<file path="src/rtl/comet_ii_io_pkg.sv">
// Shared constants for the COMET II console I/O port: register offsets and STATUS bit positions.
package comet_ii_io_pkg;

  // Word offsets from the block base address
  localparam int unsigned REG_STATUS  = 0;
  localparam int unsigned REG_TXDATA  = 1;
  localparam int unsigned REG_RXDATA  = 2;
  localparam int unsigned REG_RXCOUNT = 3;
  localparam int unsigned NUM_REGS    = 4;

  // STATUS/CTRL bit positions
  localparam int unsigned ST_RX_AVAIL   = 0;
  localparam int unsigned ST_TX_FULL    = 1;
  localparam int unsigned ST_TX_EMPTY   = 2;
  localparam int unsigned ST_RX_OVERRUN = 3;
  localparam int unsigned ST_TX_DROP    = 4;
  localparam int unsigned ST_TX_IE      = 5;
  localparam int unsigned STATUS_W      = 6;

  localparam int unsigned ADDR_W = 16;
  localparam int unsigned DATA_W = 16;
  localparam int unsigned BYTE_W = 8;

endpackage

</file>
<file path="src/rtl/comet_ii_sync_fifo.sv">
// Single-clock FIFO with separate occupancy counter; a push into a full FIFO is accepted only with a concurrent pop.
module comet_ii_sync_fifo #(
  parameter int unsigned DEPTH = 8,
  parameter int unsigned WIDTH = 8
) (
  input  logic                     mclk,
  input  logic                     rst_n,
  input  logic                     push,
  input  logic                     pop,
  input  logic [WIDTH-1:0]         din,
  output logic [WIDTH-1:0]         dout,
  output logic                     full,
  output logic                     empty,
  output logic [$clog2(DEPTH):0]   count
);

  localparam int unsigned AW = $clog2(DEPTH);
  localparam int unsigned CW = AW + 1;

  logic [WIDTH-1:0] mem [DEPTH];
  logic [AW-1:0]    wr_ptr;
  logic [AW-1:0]    rd_ptr;
  logic             do_push;
  logic             do_pop;

  assign full    = (count == CW'(DEPTH));
  assign empty   = (count == '0);
  assign do_pop  = pop & ~empty;
  assign do_push = push & (~full | do_pop);
  assign dout    = mem[rd_ptr];

  // Pointer and occupancy bookkeeping
  always_ff @(posedge mclk) begin
    if (!rst_n) begin
      wr_ptr <= '0;
      rd_ptr <= '0;
      count  <= '0;
    end else begin
      if (do_push) wr_ptr <= wr_ptr + AW'(1);
      if (do_pop)  rd_ptr <= rd_ptr + AW'(1);
      case ({do_push, do_pop})
        2'b10:   count <= count + CW'(1);
        2'b01:   count <= count - CW'(1);
        default: count <= count;
      endcase
    end
  end

  // Storage; contents need no reset since occupancy gates visibility
  always_ff @(posedge mclk) begin
    if (do_push) mem[wr_ptr] <= din;
  end

endmodule

</file>
<file path="src/rtl/comet_ii_io_port.sv">
// Memory-mapped console port: STATUS/CTRL, TXDATA, RXDATA, RXCOUNT with TX and RX byte FIFOs.
module comet_ii_io_port
  import comet_ii_io_pkg::*;
#(
  parameter logic [15:0] BASE_ADDR  = 16'hFFF0,
  parameter int unsigned FIFO_DEPTH = 8
) (
  input  logic        mclk,
  input  logic        rst_n,
  input  logic        re,
  input  logic [15:0] raddr,
  output logic [15:0] rdata,
  output logic        rhit,
  input  logic        we,
  input  logic [15:0] waddr,
  input  logic [15:0] wdata,
  output logic        tx_valid,
  output logic [7:0]  tx_data,
  input  logic        tx_ready,
  input  logic        rx_strobe,
  input  logic [7:0]  rx_data,
  output logic        irq
);

  localparam int unsigned CW = $clog2(FIFO_DEPTH) + 1;

  logic [ADDR_W-1:0]   roff;
  logic [ADDR_W-1:0]   woff;
  logic                rd_hit;
  logic                wr_hit;
  logic                rd_rxdata;
  logic                wr_txdata;
  logic                wr_status;

  logic                tx_full;
  logic                tx_empty;
  logic [CW-1:0]       tx_count;
  logic                rx_full;
  logic                rx_empty;
  logic [CW-1:0]       rx_count;
  logic [BYTE_W-1:0]   rx_head;

  logic                rx_overrun;
  logic                tx_drop;
  logic                tx_ie;
  logic [STATUS_W-1:0] status;
  logic [DATA_W-1:0]   rdata_d;
  logic                unused_wdata_hi;

  // Address decode; offsets are computed modulo 2^16 so the window may sit anywhere
  assign roff      = raddr - BASE_ADDR;
  assign woff      = waddr - BASE_ADDR;
  assign rd_hit    = re & (roff < ADDR_W'(NUM_REGS));
  assign wr_hit    = we & (woff < ADDR_W'(NUM_REGS));
  assign rd_rxdata = rd_hit & (roff[1:0] == 2'(REG_RXDATA));
  assign wr_txdata = wr_hit & (woff[1:0] == 2'(REG_TXDATA));
  assign wr_status = wr_hit & (woff[1:0] == 2'(REG_STATUS));

  assign unused_wdata_hi = ^wdata[15:8];

  comet_ii_sync_fifo #(.DEPTH(FIFO_DEPTH), .WIDTH(BYTE_W)) u_tx_fifo (
    .mclk  (mclk),
    .rst_n (rst_n),
    .push  (wr_txdata),
    .pop   (tx_ready),
    .din   (wdata[7:0]),
    .dout  (tx_data),
    .full  (tx_full),
    .empty (tx_empty),
    .count (tx_count)
  );

  comet_ii_sync_fifo #(.DEPTH(FIFO_DEPTH), .WIDTH(BYTE_W)) u_rx_fifo (
    .mclk  (mclk),
    .rst_n (rst_n),
    .push  (rx_strobe),
    .pop   (rd_rxdata),
    .din   (rx_data),
    .dout  (rx_head),
    .full  (rx_full),
    .empty (rx_empty),
    .count (rx_count)
  );

  assign tx_valid = (tx_count != '0);

  // Live status word, sampled pre-edge by STATUS reads
  always_comb begin
    status                = '0;
    status[ST_RX_AVAIL]   = ~rx_empty;
    status[ST_TX_FULL]    = tx_full;
    status[ST_TX_EMPTY]   = tx_empty;
    status[ST_RX_OVERRUN] = rx_overrun;
    status[ST_TX_DROP]    = tx_drop;
    status[ST_TX_IE]      = tx_ie;
  end

  // Read data mux; empty RXDATA reads return zero
  always_comb begin
    rdata_d = '0;
    if (rd_hit) begin
      case (roff[1:0])
        2'(REG_STATUS):  rdata_d = DATA_W'(status);
        2'(REG_RXDATA):  if (!rx_empty) rdata_d = {8'h00, rx_head};
        2'(REG_RXCOUNT): rdata_d = DATA_W'(rx_count);
        default:         rdata_d = '0;
      endcase
    end
  end

  // Registered read response
  always_ff @(posedge mclk) begin
    if (!rst_n) begin
      rdata <= '0;
      rhit  <= 1'b0;
    end else begin
      rdata <= rdata_d;
      rhit  <= rd_hit;
    end
  end

  // Sticky error bits (set beats clear), interrupt enable and interrupt line
  always_ff @(posedge mclk) begin
    if (!rst_n) begin
      rx_overrun <= 1'b0;
      tx_drop    <= 1'b0;
      tx_ie      <= 1'b0;
      irq        <= 1'b0;
    end else begin
      rx_overrun <= (rx_overrun & ~(wr_status & wdata[ST_RX_OVERRUN]))
                  | (rx_strobe & rx_full & ~rd_rxdata);
      tx_drop    <= (tx_drop & ~(wr_status & wdata[ST_TX_DROP]))
                  | (wr_txdata & tx_full & ~tx_ready);
      if (wr_status) tx_ie <= wdata[ST_TX_IE];
      irq        <= ~rx_empty | (tx_empty & tx_ie);
    end
  end

endmodule

</file>
<file path="config.mk">
export PLATFORM = sky130hd
export DESIGN_NAME = comet_ii_io_port
export DESIGN_NICKNAME = d
export VERILOG_FILES = /design/src/rtl/comet_ii_io_pkg.sv /design/src/rtl/comet_ii_sync_fifo.sv /design/src/rtl/comet_ii_io_port.sv
export SDC_FILE = /design/constraint.sdc
export NUM_CORES = 1
export LEC_CHECK = 0
export ABC_AREA = 0
export CAP_MARGIN = 10
export CORE_ASPECT_RATIO = 1.5
export CORE_UTILIZATION = 40
export DETAILED_ROUTE_END_ITERATION = 10
export PLACE_DENSITY = 0.62
export SYNTH_ARGS = -nofsm -noshare
export SYNTH_HDL_FRONTEND = slang
export SYNTH_SLANG_ARGS = --single-unit
</file>
<file path="constraint.sdc">
create_clock -name mclk -period 3.3 [get_ports mclk]
set_clock_uncertainty 0.15 [all_clocks]
set_input_delay 0.99 -clock mclk [delete_from_list [all_inputs] [get_ports mclk]]
set_output_delay 0.99 -clock mclk [all_outputs]
set_load 0.01 [all_outputs]
</file>
==> results.toml, run 1 <==
[route]
drt_wl_total_um = 14170
drc = 0
drt-vias-per-instance = 5.168
ant_nets = 0
drt-wirelength-per-cell_um = 18.19
drt_iter0_drc = 274
drt_pass1_iterations = 4
vias = 4026

[clocking]
post-cts-setup-buffer-count = 0
htree_levels = 4
cts_num_sinks = 167
clk_pin_slew_ns = 0.07
cts_buffers = 17
max-clock-path-buffers = 2
root_buffer = "clkbuf_16"
cts_tree = "yes"
postCtsHoldBufs = 0
insertion_delay_ns = 0.42

[hold_path]
hold_depth = 2
min_path_type = "reg -> reg"

[run_status]
status = "completed"

[yosys]
synth_top_area_frac = 0.5538
synth-seq-cells = 167
netlist_instances = 436
yosysSeqAreaShare = 0.6663
yosysMostFrequentCell = "edfxtp_1"
avgSynthCellArea_sq_um = 15.92
synth.area.top_cells = "edfxtp_1 55%, dfxtp_1 11%, mux4_2 10%"
synth_edf_count = 128
async_reset_ff_frac = 0
synth.distinct_cells = 57
yosysWarnings = 0
ys_top_cells_by_count = "128 x edfxtp_1, 39 x dfxtp_1, 32 x mux4_2"
synth_ff_type = "edfxtp_1"
yosys.area.top_type = "edfxtp_1"
synth_area_sq_um = 6940

[global_route]
grt_pass1_wl_um = 22070
antenna_found_initial = 0
grt_use_total = 0.1699
overflow = 0
grt_pass1_vias = 4216
grt_start_max_net_pins = 23

[placement]
routabilityCongestion = 0.8071
numPortBuffers = 72
hpwl_um = 9983
placed_area_sq_um = 8213
dpl_worst_slack_ns = -0.3980

[floorplan]
fp.dieW_um = 109.6
io_pins = 89
coreArea_sq_um = 16840
die_h_um = 163.3
initial_core_util = 0.4122
rows = 58
dieArea_sq_um = 17890

[sta]
timing.fmax_mhz = 311.9
finalCritPeriodShare = 0.9714
slew_viol_final = 0
max_slew_margin = 0.4517
min_period_ns = 3.206
whs_ns = 0.3467
tightestPinTransition_ns = 0.8213
rsz0062_at_grt = "false"
worst_slack_ns = 0.09428
setup_violations = 0
hold_viol_final = 0

[setup_path]
endpoint_kind = "flip-flop"
cp_max_fo = 3
required_ns = 3.47
crit_path_start_kind = "primary input"
worst-setup-path-type = "in -> reg"
critPathArrivalTime_ns = 3.38
reg2regPathDepth = 9

[power]
p_leak_nw = 3.037
intPower_w = 0.003775
sw_frac_of_total = 0.2561
peakVddDrop_uv = 287.6
power.density_nw_per_um2 = 574.6
p_switching_w = 0.001300
comb_power_share = 0.149
clkPwrFrac = 0.383
pwr-share-seq = 0.467

[job]
drv_cap = 0

[cells_and_area]
area_growth_pct = 27.24
fin_nets = 626
fin_util = 0.5245
stdcell_area_sq_um = 8831
diodes = 0
fillCellCount = 1402
layout-drive-gt1-share = 0.2636
timing repair:
item / CTS / global route
gates resized for setup: 11 / 1
endpoints found under the setup margin: 8 / 1
cloned: 1 / 0
pin swaps: 0 / 5
state kept, by name, summed over array words and instances, names as in the netlist, named ones only:
name and flops:
irq 1, rdata 8, rhit 1, rx_overrun 1
tx_drop 1, tx_ie 1, u_rx_fifo.count 4, u_rx_fifo.mem 64
u_rx_fifo.rd_ptr 3, u_rx_fifo.wr_ptr 3, u_tx_fifo.count 4, u_tx_fifo.mem 64
u_tx_fifo.rd_ptr 3, u_tx_fifo.wr_ptr 3
through the flow:
step	instances	setup TNS [ns]	total power [W]
after global placement	746	-13.07	0.003142
after floorplan	443	-0.7001	0.002844
after CTS	779	0	0.005131
after detailed placement	746	-15.16	0.003159
final	779	0	0.005074
after global routing	779	0	0.005274
final cells by class:
cell class                 count  area, sq um  share of cell area
sequential                   167         4628              0.5241
multi-input combinational    238         2186              0.2475
timing repair buffer         123         1126              0.1275
clock buffer                  18        439.2             0.04973
tap                          210        262.8             0.02975
clock inverter                14        155.1             0.01757
inverter                       9        33.78            0.003825
layer usage:
metal	track usage	part of all wire	vias to the layer above	wire, um
li1	-	-	1919	-
met1	0.1863	0.39	2000	5525
met2	0.3213	0.56	93	7966
met3	0.03033	0.033	14	461
met4	0.05818	0.015	0	213
met5	0	0	-	0
path summary, 6_finish.rpt:
path,startpoint,end,slack (ns)
hold reg to reg,u_tx_fifo.count[3],u_tx_fifo.count[3],0.35
setup / recovery,raddr[15],u_rx_fifo.count[1],0.09
setup reg to reg,u_rx_fifo.count[0],u_rx_fifo.count[1],0.73
hold / removal,u_tx_fifo.count[3],u_tx_fifo.count[3],0.35
cell usage in the layout (no fill, tap or decap), types with 4 or more instances in the layout:
cell type        count
nor3_1               7
edfxtp_1           128
mux2_2              14
dlygate4sd2_1        8
nor2_1              19
clkinv_8             4
nor4_2               4
nor2b_1              6
a21boi_0             5
nand2_1             22
and2_1              11
o21ai_0              8
conb_1               8
inv_6                4
buf_4               49
nand4_1              9
ha_1                 7
clkdlybuf4s50_1     64
nand3_1              7
xnor2_1              7
nand2b_1             9
inv_1                9
mux2i_1             12
clkbuf_16           17
nor3_2               5
mux4_2              32
dfxtp_1             38
a21oi_1              9
kinds of logic after synthesis:
kind of cell / after synthesis / synth area share
buffers and inverters: 38 / 0.02758
and+or+nand+nor: 117 / 0.09843
other: 1 / 0.0005403
adders and majority gates: 8 / 0.01550
muxes: 58 / 0.1439
xor gates and xnor gates: 8 / 0.01010
AOI/OAI and AO/OA: 39 / 0.03768
DFF: 167 / 0.6663
power groups by stage:
stage | combinational, W | clock (W) | sequential (W)
6_report | 0.000757 | 0.00195 | 0.00237
5_1_grt | 0.000834 | 0.00206 | 0.00238
4_1_cts | 0.000772 | 0.00199 | 0.00237
3_5_place_dp | 0.000752 | 0 | 0.00241
3_3_place_gp | 0.000740 | 0 | 0.00240
2_1_floorplan | 0.000451 | 0 | 0.00239
critical path: stages:
cell and delay [ns]:
clkdlybuf4s50_1 0.45, or3b_4 0.37, or4_4 0.45, nor3_4 0.22
xor2_1 0.09, ha_1 0.29, nand2_2 0.06, nand4_1 0.13
o41ai_1 0.08, a221oi_1 0.25
No activity file was read; power rests on OpenSTA's default activity.
==> inputs of run 2 (changes only) <==
Settings changed: CORE_UTILIZATION 40 to 50, PLACE_DENSITY 0.62 to 0.75.
==> run 2 against run 1 <==
  * The run now ends with DRC left
  * Worst hold slack gained 0.0064 ns
  * Flip-flop and latch count unchanged
  * Sequential share of layout area grew 0.60 points
  * Count of clock-buffer cells in the layout rose by 1
  * Maximum frequency fell by 2.0%
  * Register-to-register slack lost 0.12 ns
  * Core utilization is 12 points higher
  * Combinational power down 6.3%
  * First-iteration DRC count down 17%
  * Critical endpoint unchanged
  * Largest power group unchanged
==> results.toml, run 2 (same netlist as run 1, synthesis figures left out) <==
[global_route]
grt_start_max_net_pins = 22
grtUsageMet1 = 0.2066
grt_pass1_vias = 4281
overflow = 0
grt_pass1_wl_um = 21740
grt_use_total = 0.2031
grt_use_met3 = 0.04260
grtUsageMet2 = 0.3972
busiest_layer = "met2"
antenna_found_initial = 0

[cells_and_area]
layout.cells.non_filler = 731
layout-drive-gt1-share = 0.2601
layout_commonest_cell = "edfxtp_1"
final_cell_mix = "128 x edfxtp_1, 63 x clkdlybuf4s50_1, 51 x buf_4"
diodes = 0
reg.largest.list = "u_rx_fifo.mem: 64 flops, u_tx_fifo.mem: 64 flops, rdata: 8 flops"
area_growth_pct = 25.69
fin_nets = 627

[power]
p_leak_nw = 3.027
finalPower_w = 0.004922
comb_power_share = 0.144
power.density_nw_per_um2 = 564.2
clkPwrFrac = 0.375
sw_frac_of_total = 0.2457
pwr-share-seq = 0.481
peakVddDrop_uv = 421.7
intPower_w = 0.003712
p_switching_w = 0.001209

[route]
drt_wl_total_um = 13840
vias = 4131
drt-vias-per-instance = 5.651
drt-wirelength-per-cell_um = 18.94
drc = 8
drt_iter0_drc = 228
drt_pass1_iterations = 8
ant_nets = 0

[setup_path]
cp_max_fo = 3
critPathArrivalTime_ns = 3.40
slowest_stage = "or4_4"
required_ns = 3.43
cp_top_family = "simple AND/OR/NAND/NOR gates"
critPathBufInv = 1
endpoint_kind = "flip-flop"
crit_path_start_kind = "primary input"
crit_path_max_incr_delay_ns = 0.44
crit_chain = "clkdlybuf4s50_1 -> or3b_4 -> or4_4 -> nor3_4 -> xor2_1 -> ha_1 -> nand2_2 -> a21oi_2 -> o31ai_1 -> a221oi_1"
worst-setup-path-type = "in -> reg"

[sta]
hold_viol_final = 0
max_slew_margin = 0.4857
worst_slack_ns = 0.02854
tightestPinTransition_ns = 0.7704
timing.fmax_mhz = 305.7
min_period_ns = 3.271
setup_violations = 0
slew_viol_final = 0
finalCritPeriodShare = 0.9914

[job]
drv_cap = 0

[clocking]
root_buffer = "clkbuf_16"
cts_buffers = 17
htree_levels = 4
postCtsHoldBufs = 0
cts_tree = "yes"
max-clock-path-buffers = 2
insertion_delay_ns = 0.41
cts_num_sinks = 167
clk_pin_slew_ns = 0.06

[placement]
dpl_worst_slack_ns = -0.3994
dp.cells = 698
hpwl_um = 9657
numPortBuffers = 72
routabilityCongestion = 0.8027

[floorplan]
dieArea_sq_um = 14370
initial_core_util = 0.5129
io_pins = 89
rows = 52
coreArea_sq_um = 13530
fp.dieW_um = 98.20
die_h_um = 146.3

[run_status]
violations = "DRC"
status = "finished with violations"

[hold_path]
min_path_type = "reg -> reg"
[run 2: cell count changes in the layout (fill, tap and decap cells not counted), sizes merged]
cell and delta:
clkbuf +1, buf +1, dlymetal6s2s +1, clkdlybuf4s50 -1
clkinv -2
[run 2: power by group through the flow]
stage                     sequential (W)  clock, W  combinational [W]
after floorplan                  0.00239         0           0.000451
after global placement           0.00241         0           0.000711
after detailed placement         0.00241         0           0.000728
after CTS                        0.00237   0.00188           0.000715
after global routing             0.00237   0.00196           0.000780
final                            0.00237   0.00184           0.000709
[run 2: final timing paths]
kind | from | endpoint | slack, ns | cells after the start
max | raddr[2] | u_rx_fifo.count[1] | 0.03 | 10
min | tx_drop | tx_drop | 0.35 | 2
max reg2reg | u_rx_fifo.count[0] | u_rx_fifo.count[1] | 0.61 | 9
min reg2reg | tx_drop | tx_drop | 0.35 | 2
[run 2: layout make-up]
cell class,instances,area [sq um]
Sequential cell,167,4624
Clock buffer,19,442.9
Clock inverter,12,113.9
Fill cell,972,4810
Inverter,9,33.78
Multi-Input combinational cell,238,2190
Tap cell,162,202.7
Timing Repair Buffer,124,1116
[run 2: repair_timing]
action                                  CTS  global route
endpoints found under the setup margin    8             1
setup buffers                             0             2
pin swaps                                 0             7
gates resized for setup                   8             3
[run 2: worst reg2reg max path: stages, from the launching register on]
cell and delay [ns]:
dfxtp_1 0.41, or3_1 0.50, o21ai_0 0.44, nor3_4 0.08, xor2_1 0.16, ha_1 0.32
nand2_2 0.11, a21oi_2 0.05, o31ai_1 0.24, a221oi_1 0.11
[run 2: per-stage QoR]
stage | setup TNS [ns] | utilization | cell area [sq um] | hold WS [ns]
6_report | 0 | 0.6446 | 8723 | 0.3531
5_1_grt | -0.002621 | 0.6446 | 8723 | 0.3933
4_1_cts | 0 | 0.6428 | 8700 | 0.3527
3_5_place_dp | -13.25 | 0.6024 | 8153 | 0.3430
3_3_place_gp | -10.08 | 0.6024 | 8153 | 0.3238
2_1_floorplan | -0.7001 | - | 6999 | 0.2985
[run 2: per-layer routing]
| metal | routed length (um) | vias to the layer above |
|---|---|---|
| met1 | 5057 | 2066 |
| met3 | 543 | 17 |
| met4 | 238 | 0 |
| met5 | 0 | - |
| met2 | 8002 | 124 |
| li1 | - | 1924 |
==> inputs of run 3 (changes only) <==
Settings changed: ABC_AREA 0 to 1.
==> run 3 against run 2 <==
  * The run still ends with DRC left
  * Register-to-register slack improved by 0.37 ns
  * Core utilization decreased by 0.59 points
  * Critical endpoint is now tx_data[6]
  * Critical path type is now reg -> out
  * Total power increased by 8.3%
  * Clock power increased by 3%
  * Worst setup slack improved by 0.080 ns
  * Sequential share of layout area increased by 0.53 points
  * First-iteration DRC count increased by 23%
==> results.toml, run 3 <==
[route]
routed-wl-met2_um = 8821
drt-vias-per-instance = 5.505
drt_pass1_iterations = 11
ant_nets = 0
drc = 3
drt_iter0_drc = 281
wl_met3_um = 744
vias = 5021
met1Wirelength_um = 5729
drt_wl_total_um = 15830
topRoutingLayerUsed = "met4"
drt-wirelength-per-cell_um = 17.36

[cells_and_area]
fin_util = 0.6387
layout-drive-gt1-share = 0.1253
diodes = 0
final_cell_mix = "128 x edfxtp_1, 125 x nor2_1, 68 x o21ai_0"
area_growth_pct = 24.33
reg.largest.list = "u_rx_fifo.mem: 64 flops, u_tx_fifo.mem: 64 flops, rdata: 8 flops"
layout_commonest_cell = "edfxtp_1"
fin_nets = 807

[yosys]
synth.distinct_cells = 38
synthMuxAreaShare = 0.01008
ys_top_cells_by_count = "128 x edfxtp_1, 125 x nor2_1, 68 x o21ai_0"
yosys.area.top_type = "edfxtp_1"
netlist_instances = 631
yosysSeqAreaShare = 0.6652
synth_ff_type = "edfxtp_1"
synth_top_area_frac = 0.5529
synth_xor_xnor_area_share = 0.002520
avgSynthCellArea_sq_um = 11.02
synth-seq-cells = 167
yosys.area_share.simple = 0.1541
synth.area.top_cells = "edfxtp_1 55%, dfxtp_1 11%, nor2_1 6.7%"
synth_compound_area_frac = 0.1064
yosysWarnings = 0
yosysMostFrequentCell = "edfxtp_1"
synth_area_sq_um = 6952
synth_edf_count = 128
synthAdderAreaFrac = 0.01548
synth_top_family_by_area = "simple AND/OR/NAND/NOR gates"
async_reset_ff_frac = 0

[clocking]
clk_pin_slew_ns = 0.06
root_buffer = "clkbuf_16"
cts_tree = "yes"
cts_buffers = 17
max-clock-path-buffers = 2
cts_num_sinks = 167
insertion_delay_ns = 0.43
htree_levels = 4

[floorplan]
initial_core_util = 0.5137
rows = 52
dieArea_sq_um = 14390
coreArea_sq_um = 13530
io_pins = 89
die_h_um = 146.4
fp.dieW_um = 98.28

[run_status]
violations = "DRC"
status = "finished with violations"

[sta]
setup_violations = 0
slew_viol_final = 0
min_period_ns = 3.191
finalCritPeriodShare = 0.9670
rsz0062_at_grt = "false"
hold_viol_final = 0
tightestPinTransition_ns = 1.014
max_slew_margin = 0.3231
timing.fmax_mhz = 313.4

[setup_path]
cp_max_fo = 5
worst-setup-path-type = "reg -> out"
required_ns = 2.16
endpoint_kind = "output pin"
critPathArrivalTime_ns = 2.05
crit_path_start_kind = "flip-flop"

[hold_path]
min_path_type = "reg -> reg"

[placement]
hpwl_um = 10460
routabilityCongestion = 0.8641
numPortBuffers = 72

[power]
power.density_nw_per_um2 = 616.9
finalPower_w = 0.005332
peakVddDrop_uv = 465.2
p_leak_nw = 3.154

[global_route]
antenna_found_initial = 0
grt_pass1_vias = 5149
overflow = 0
grt_pass1_wl_um = 25130
grt_start_max_net_pins = 33
grt_use_total = 0.2322

[job]
drv_cap = 0
run 3: cell count changes after synthesis, sizes merged, moves of 10 or more:
cell   change
nor2     +110
o21ai     +60
nand2     +45
inv       +35
mux4      -32
mux2      -14
and2      -11
a21oi     +10
nand3     +10
o22ai     +10
run 3: cell families (layout without fill, tap and decap cells):
logic type / Yosys count / in the layout
AOI/OAI and AO/OA: 130 / 130
buffers and inverters: 74 / 186
muxes: 7 / 7
xor gates and xnor gates: 2 / 2
adders and majority gates: 8 / 8
and+or+nand+nor: 242 / 242
other: 1 / 8
DFF: 167 / 167
run 3: area by class of cell:
cell class	instances	area [sq um]
Fill cell	1006	4890
Tap cell	162	202.7
Clock buffer	20	436.7
Clock inverter	12	127.6
Timing Repair Buffer	109	1023
Multi-Input combinational cell	397	2048
Inverter	44	168.9
Timing Repair inverter	1	7.507
Sequential cell	167	4628
run 3: report_power, final:
group | internal [W] | total (W) | switching (W)
registers | 0.00233 | 0.00239 | 0.0000591
clock network | 0.00111 | 0.00190 | 0.000790
logic | 0.000460 | 0.00104 | 0.000581
total | 0.00390 | 0.00533 | 0.00143
run 3: worst paths after layout:
check / from / endpoint / slack (ns) / depth (start not counted)
setup / recovery: flip-flop / tx_data[6] / 0.11 / 6
hold / removal: rx_overrun / rx_overrun / 0.32 / 2
hold reg to reg: rx_overrun / rx_overrun / 0.32 / 2
setup reg to reg: u_tx_fifo.count[0] / u_tx_fifo.count[3] / 0.98 / 14
run 3: worst max-delay path: stages, from the launching register on:
cell and delay (ns):
dfxtp_4 0.39, clkinvlp_4 0.16, buf_4 0.17, nor2_1 0.09
o21ai_0 0.09, a31oi_1 0.17, clkdlybuf4s50_1 0.55
run 3: repair_timing:
item,in CTS,in global routing
gates resized for setup,10,7
gates cloned,1,0
setup buffers,4,1
setup endpoints to repair,8,6
hold buffers,0,0
endpoints found under the hold margin,0,0
run 3: per-stage QoR:
stage | area (sq um) | std cells | setup slack [ns] | TNS [ns] | hold WS (ns)
floorplan | 6978 | 638 | 0.3745 | 0 | 0.2834
global placement | 7989 | 874 | 0.03909 | 0 | 0.2949
detailed placement | 7989 | 874 | -0.05232 | -0.05232 | 0.3147
CTS | 8617 | 911 | 0.005354 | 0 | 0.3242
global route | 8643 | 912 | 0.004687 | 0 | 0.3618
finish | 8643 | 912 | 0.1088 | 0 | 0.3238
run 3: per-layer routing:
metal,track usage,vias to the layer above
met4,0.1291,0
met1,0.2489,2393
met3,0.04356,45
met2,0.4250,167
met5,0,-
li1,-,2416
